--- src/rtl/mult_div_unit_if.sv ---
// rtl/mult_div_unit_if.sv - start/operand/result bundle between control unit and mult_div_unit
interface mult_div_unit_if #(
    parameter int WIDTH = 32
);
    logic             start;
    logic [1:0]       op;
    logic [WIDTH-1:0] a;
    logic [WIDTH-1:0] b;
    logic [WIDTH-1:0] hi;
    logic [WIDTH-1:0] lo;
    logic             busy;
    logic             done;
    logic             div_zero;

    modport master (
        output start, op, a, b,
        input  hi, lo, busy, done, div_zero
    );

    modport slave (
        input  start, op, a, b,
        output hi, lo, busy, done, div_zero
    );
endinterface

--- src/rtl/mult_div_unit.sv ---
// rtl/mult_div_unit.sv - iterative shift-add multiply / restoring divide owning HI and LO
module mult_div_unit #(
    parameter  int WIDTH = 32,
    localparam int CNT_W = $clog2(WIDTH + 1)
) (
    input  logic            clock,
    input  logic            reset,
    mult_div_unit_if.slave  bus
);
    typedef enum logic [1:0] {IDLE, CALC, FIX} state_t;

    state_t             state_q, state_d;
    logic [CNT_W-1:0]   cnt_q, cnt_d;
    logic [2*WIDTH-1:0] acc_q, acc_d;
    logic [WIDTH-1:0]   dvsr_q, dvsr_d;
    logic               is_div_q, is_div_d;
    logic               neg_lo_q, neg_lo_d;
    logic               neg_hi_q, neg_hi_d;
    logic [WIDTH-1:0]   hi_q, hi_d;
    logic [WIDTH-1:0]   lo_q, lo_d;
    logic               done_q, done_d;
    logic               dz_q, dz_d;

    logic               sgn_a, sgn_b;
    logic [WIDTH-1:0]   mag_a, mag_b;
    logic [WIDTH:0]     addend, sum, trial;

    always_ff @(posedge clock) begin
        if (reset) begin
            state_q  <= IDLE;
            cnt_q    <= '0;
            acc_q    <= '0;
            dvsr_q   <= '0;
            is_div_q <= 1'b0;
            neg_lo_q <= 1'b0;
            neg_hi_q <= 1'b0;
            hi_q     <= '0;
            lo_q     <= '0;
            done_q   <= 1'b0;
            dz_q     <= 1'b0;
        end else begin
            state_q  <= state_d;
            cnt_q    <= cnt_d;
            acc_q    <= acc_d;
            dvsr_q   <= dvsr_d;
            is_div_q <= is_div_d;
            neg_lo_q <= neg_lo_d;
            neg_hi_q <= neg_hi_d;
            hi_q     <= hi_d;
            lo_q     <= lo_d;
            done_q   <= done_d;
            dz_q     <= dz_d;
        end
    end

    always_comb begin
        state_d  = state_q;
        cnt_d    = cnt_q;
        acc_d    = acc_q;
        dvsr_d   = dvsr_q;
        is_div_d = is_div_q;
        neg_lo_d = neg_lo_q;
        neg_hi_d = neg_hi_q;
        hi_d     = hi_q;
        lo_d     = lo_q;
        done_d   = 1'b0;
        dz_d     = 1'b0;
        sgn_a    = ~bus.op[0] & bus.a[WIDTH-1];
        sgn_b    = ~bus.op[0] & bus.b[WIDTH-1];
        mag_a    = sgn_a ? -bus.a : bus.a;
        mag_b    = sgn_b ? -bus.b : bus.b;
        addend   = '0;
        sum      = '0;
        trial    = '0;

        case (state_q)
            IDLE: begin
                if (bus.start) begin
                    if (bus.op[1] && (bus.b == '0)) begin
                        done_d = 1'b1;
                        dz_d   = 1'b1;
                    end else begin
                        // dvsr holds the multiplicand or divisor; acc low half the multiplier or dividend
                        state_d  = CALC;
                        cnt_d    = CNT_W'(WIDTH);
                        is_div_d = bus.op[1];
                        neg_lo_d = sgn_a ^ sgn_b;
                        neg_hi_d = sgn_a;
                        dvsr_d   = bus.op[1] ? mag_b : mag_a;
                        acc_d    = {{WIDTH{1'b0}}, (bus.op[1] ? mag_a : mag_b)};
                    end
                end
            end
            CALC: begin
                if (is_div_q) begin
                    // borrow out of the WIDTH+1 bit trial means the divisor did not fit
                    trial = acc_q[2*WIDTH-1:WIDTH-1] - {1'b0, dvsr_q};
                    if (!trial[WIDTH]) begin
                        acc_d = {trial[WIDTH-1:0], acc_q[WIDTH-2:0], 1'b1};
                    end else begin
                        acc_d = {acc_q[2*WIDTH-2:0], 1'b0};
                    end
                end else begin
                    addend = acc_q[0] ? {1'b0, dvsr_q} : '0;
                    sum    = {1'b0, acc_q[2*WIDTH-1:WIDTH]} + addend;
                    acc_d  = {sum, acc_q[WIDTH-1:1]};
                end
                cnt_d = cnt_q - CNT_W'(1);
                if (cnt_q == CNT_W'(1)) begin
                    state_d = FIX;
                end
            end
            FIX: begin
                if (is_div_q) begin
                    lo_d = neg_lo_q ? -acc_q[WIDTH-1:0] : acc_q[WIDTH-1:0];
                    hi_d = neg_hi_q ? -acc_q[2*WIDTH-1:WIDTH] : acc_q[2*WIDTH-1:WIDTH];
                end else begin
                    {hi_d, lo_d} = neg_lo_q ? -acc_q : acc_q;
                end
                done_d  = 1'b1;
                state_d = IDLE;
            end
            default: state_d = IDLE;
        endcase
    end

    assign bus.hi       = hi_q;
    assign bus.lo       = lo_q;
    assign bus.busy     = (state_q != IDLE);
    assign bus.done     = done_q;
    assign bus.div_zero = dz_q;
endmodule
--- src/flat_wrapper.sv ---
// flat-port wrapper written by rule: the top's interface ports become plain ports
module mult_div_unit_flat 
#(
    parameter  int WIDTH = 32,
    localparam int CNT_W = $clog2(WIDTH + 1)
)
  (clock, reset, bus_start, bus_op, bus_a, bus_b, bus_hi, bus_lo, bus_busy, bus_done, bus_div_zero);
  mult_div_unit_if #(.WIDTH(WIDTH)) bus_i ();
  input  logic clock;
  input  logic reset;
  input wire logic [$bits(bus_i.start)-1:0] bus_start;
  input wire logic [$bits(bus_i.op)-1:0] bus_op;
  input wire logic [$bits(bus_i.a)-1:0] bus_a;
  input wire logic [$bits(bus_i.b)-1:0] bus_b;
  output wire logic [$bits(bus_i.hi)-1:0] bus_hi;
  output wire logic [$bits(bus_i.lo)-1:0] bus_lo;
  output wire logic [$bits(bus_i.busy)-1:0] bus_busy;
  output wire logic [$bits(bus_i.done)-1:0] bus_done;
  output wire logic [$bits(bus_i.div_zero)-1:0] bus_div_zero;
  assign bus_i.start = bus_start;
  assign bus_i.op = bus_op;
  assign bus_i.a = bus_a;
  assign bus_i.b = bus_b;
  assign bus_hi = bus_i.hi;
  assign bus_lo = bus_i.lo;
  assign bus_busy = bus_i.busy;
  assign bus_done = bus_i.done;
  assign bus_div_zero = bus_i.div_zero;
  mult_div_unit #(.WIDTH(WIDTH)) u_core (.clock(clock), .reset(reset), .bus(bus_i));
endmodule
--- config.mk ---
export PLATFORM = sky130hd
export DESIGN_NAME = mult_div_unit_flat
export DESIGN_NICKNAME = d
export VERILOG_FILES = /design/src/rtl/mult_div_unit_if.sv /design/src/rtl/mult_div_unit.sv /design/src/flat_wrapper.sv
export SDC_FILE = /design/constraint.sdc
export NUM_CORES = 1
export LEC_CHECK = 0
export ABC_AREA = 1
export CORE_UTILIZATION = 40
export CTS_CLUSTER_SIZE = 40
export DETAILED_ROUTE_END_ITERATION = 7
export SYNTH_ARGS = -nofsm -noshare
export SYNTH_HDL_FRONTEND = slang
export SYNTH_SLANG_ARGS = --single-unit
--- constraint.sdc ---
create_clock -name clock -period 3.3 [get_ports clock]
set_input_delay 0.33 -clock clock [delete_from_list [all_inputs] [get_ports clock]]
set_output_delay 0.33 -clock clock [all_outputs]
set_load 0.02 [all_outputs]
==> results.yml <==
pwr:
  total_power_mw: 7.96
  ir_worst_vdd_mv: 0.410
  leakage_nw: 9.71
  p_per_area_nw_per_um2: 398
yosys:
  syn-cell-area_um2: 17200
  synth-seq-cells: 173
  ys_types: 53
  yosys_most_used_dff: "dfxtp_1"
  synth.area.top_cells: "dfxtp_1, nand2_1, inv_1"
  netlist_instances: 3074
  synth_top_area_share: 0.201
  synth_fp_nets: 3215
  postSynthAreaPerCell_um2: 5.59
  yosysSeqAreaShare: 0.201
  synth_edf_count: 0
  yosysWarnings: 0
  synth_top_area_cell: "dfxtp_1"
  ys_async_sr_fraction: 0
floorplan:
  rows: 75
  start_util: 0.408
  core_area_um2: 42100
  die_area_um2: 43800
  die_w_um: 209
  io_pins: 136
  die_h_um: 209
timing:
  finalCriticalPeriod_ns: 2.95
  holdWs_ns: 0.489
  hold_viol_final: 0
  max_slew.worst_pin.slew_ns: 1.39
  skew_ns: 0.0147
  rsz0062_at_grt: "false"
  max_slew_margin: 0.0712
  fmax_mhz: 339
  layout_setup_ws_ns: 0.351
  tns_ns: 0
  finalSetupViolCount: 0
  min_period_over_period: 0.894
  slew_violations: 0
placed_design:
  port_buffers: 135
  hpwl_um: 60600
  pre_cts_ws_ns: 0.361
  placed_area_um2: 19400
  gp_congestion: 1.04
setup_path:
  critPathKind: "reg -> reg"
  setup.worst_path.start_class: "register"
  crit_fanout: 5
  critPathRequiredTime_ns: 3.69
  critPathCaptureType: "register"
  arrival_ns: 3.34
  r2r_cells: 17
final_layout:
  nets: 3339
  area.growth.synth_to_final_pct: 16.2
  fillCellCount: 4586
  design_area_um2: 20000
  diodes: 0
  drive_above_1_share: 0.0529
global_route:
  grt_max_degree: 126
  grt_remaining_overflow: 0
  grt_pass1_wl_um: 114000
  antenna_found_initial: 0
  grt_pass1_vias: 19437
  track_usage: 0.342
clock_network:
  cts_buffers: 17
  ctsResizeCount: 0
  htree_levels: 4
  cts_tree: "yes"
  worstSkewPairLatency_ns: 0.47
  cts_num_sinks: 173
  post-cts-setup-buffers: 0
  clock-root-buffer: "clkbuf_16"
  cts_hold_buffers: 0
  clk_pin_slew_ns: 0.08
  clockBufferDepth: 2
route:
  route.detailed.drc: 0
  wl_per_cell_um: 20.1
  via_count: 20635
  drt_iter0_markers: 1901
  wirelength_um: 75300
  dr.pass1.iters: 7
  viasPerCell: 5.50
  final_antenna_net_count: 0
worst_hold_path:
  whs_path_depth: 4
  hp-class: "in -> reg"
run:
  maxCapViolCount: 0
outcome:
  outcome: "finished clean"
==> report_power, final <==
group	leakage, nW	switching [mW]	internal [mW]	total, mW
clock network	0.288	1.08	1.03	2.11
registers	1.41	0.169	2.22	2.39
logic	8.02	2.39	1.08	3.46
total	9.71	3.63	4.32	7.96
==> area by class of cell <==
type,instances,area [um2],area share
Timing Repair Buffer,215,2000,0.0999
Sequential cell,173,3460,0.173
Tap cell,539,674,0.0337
Inverter,455,1710,0.0855
Clock buffer,18,429,0.0215
Multi-Input combinational cell,2336,11500,0.578
Clock inverter,14,166,0.00833
==> layout by cell type, fill, tap and decap left out, types with 4 or more instances in the layout <==
cell type	count
nor3_1	34
nor3_2	4
nor2_1	354
inv_1	436
nand3_1	285
buf_12	4
o21ai_0	208
o21bai_1	9
nand4_1	42
dfxtp_1	172
inv_8	6
nand2_2	8
a21oi_1	231
xnor2_1	14
nand3b_1	9
clkdlybuf4s50_1	134
nor2_2	6
o221ai_1	7
ha_1	70
nand2_1	831
o211ai_1	21
and2_1	8
buf_4	76
a31oi_1	20
xor2_1	87
or2_2	10
a21o_1	5
inv_2	16
o22ai_1	7
nor4_1	4
clkbuf_16	17
o21ai_1	27
==> per-stage QoR <==
| stage | utilization | cells |
|---|---|---|
| 5_1_grt | 0.474 | 3750 |
| 2_1_floorplan | - | 3074 |
| 3_5_place_dp | 0.460 | 3718 |
| 4_1_cts | 0.474 | 3750 |
| 3_3_place_gp | 0.460 | 3718 |
| 6_report | 0.474 | 3750 |
==> synthesized netlist by cell type (3+ instances only) <==
library cell and instances:
nand3_1 285, inv_2 14, a22oi_1 3, xnor2_1 14, o21ai_1 27, buf_1 16
clkinv_1 4, o21ai_2 3, o21a_1 3, inv_1 437, xor2_1 87, nor2_2 5
nand3b_1 9, clkbuf_1 68, ha_1 70, nand2_1 831, nand2_2 8, o21ai_0 208
nor2_1 355, a21oi_1 231, o21bai_1 9, nor3_2 4, a21boi_0 3, o22ai_1 7
buf_2 18, o211ai_1 21, and2_1 8, nand4_1 42, a21o_1 5, nor4_1 4
dfxtp_1 173, buf_6 5, a31oi_1 20, o221ai_1 7, nor3_1 34, or2_2 10
==> path summary, 6_finish.rpt <==
check	from	endpoint	slack [ns]
setup / recovery	u_core.dvsr_q[2]	u_core.acc_q[56]	0.35
hold / removal	reset	u_core.dvsr_q[24]	0.49
setup reg to reg	u_core.dvsr_q[2]	u_core.acc_q[56]	0.35
hold reg to reg	u_core.cnt_q[5]	u_core.cnt_q[5]	0.49
==> metal layers <==
metal  track usage  up-vias  wire length [um]  share of wire
met4         0.149        0              3260          0.043
li1              -    10149                 -              -
met5             0        -                 0              0
met3        0.0437      134              5770          0.077
met2         0.547      848             33500           0.45
met1         0.460     9504             32700           0.43
==> flip-flops by register name, indices dropped and copies added, names as in the netlist <==
name,cells
u_core.neg_lo_q,1
u_core.cnt_q,6
u_core.bus.lo,32
u_core.dvsr_q,32
u_core.neg_hi_q,1
u_core.bus.hi,32
u_core.bus.div_zero,1
u_core.is_div_q,1
u_core.bus.done,1
u_core.state_q,2
u_core.acc_q,64
==> worst max-delay path, stage by stage (launching register included) <==
cell and delay [ns]:
dfxtp_1 0.37, nand2_1 0.09, inv_1 0.05, ha_1 0.37, nand2_1 0.17, o21ai_1 0.47
nand2_1 0.13, nand2_1 0.20, nand2_1 0.08, nand2_1 0.16, nand2_1 0.13, nand2_1 0.09
nand2_1 0.05, nand3_1 0.10, nand2_1 0.07, inv_1 0.15, nand2_1 0.08, a21oi_1 0.11
==> cells by family (layout without fill, tap and decap cells) <==
group	Yosys count	in the layout	synth area share
and+or+nand+nor	1606	1606	0.392
buffers and inverters	565	702	0.127
AOI/OAI and AO/OA	557	557	0.175
DFF	173	173	0.201
xor gates and xnor gates	101	101	0.0515
adders and majority gates	72	72	0.0533
No activity file was read; power rests on OpenSTA's default activity.
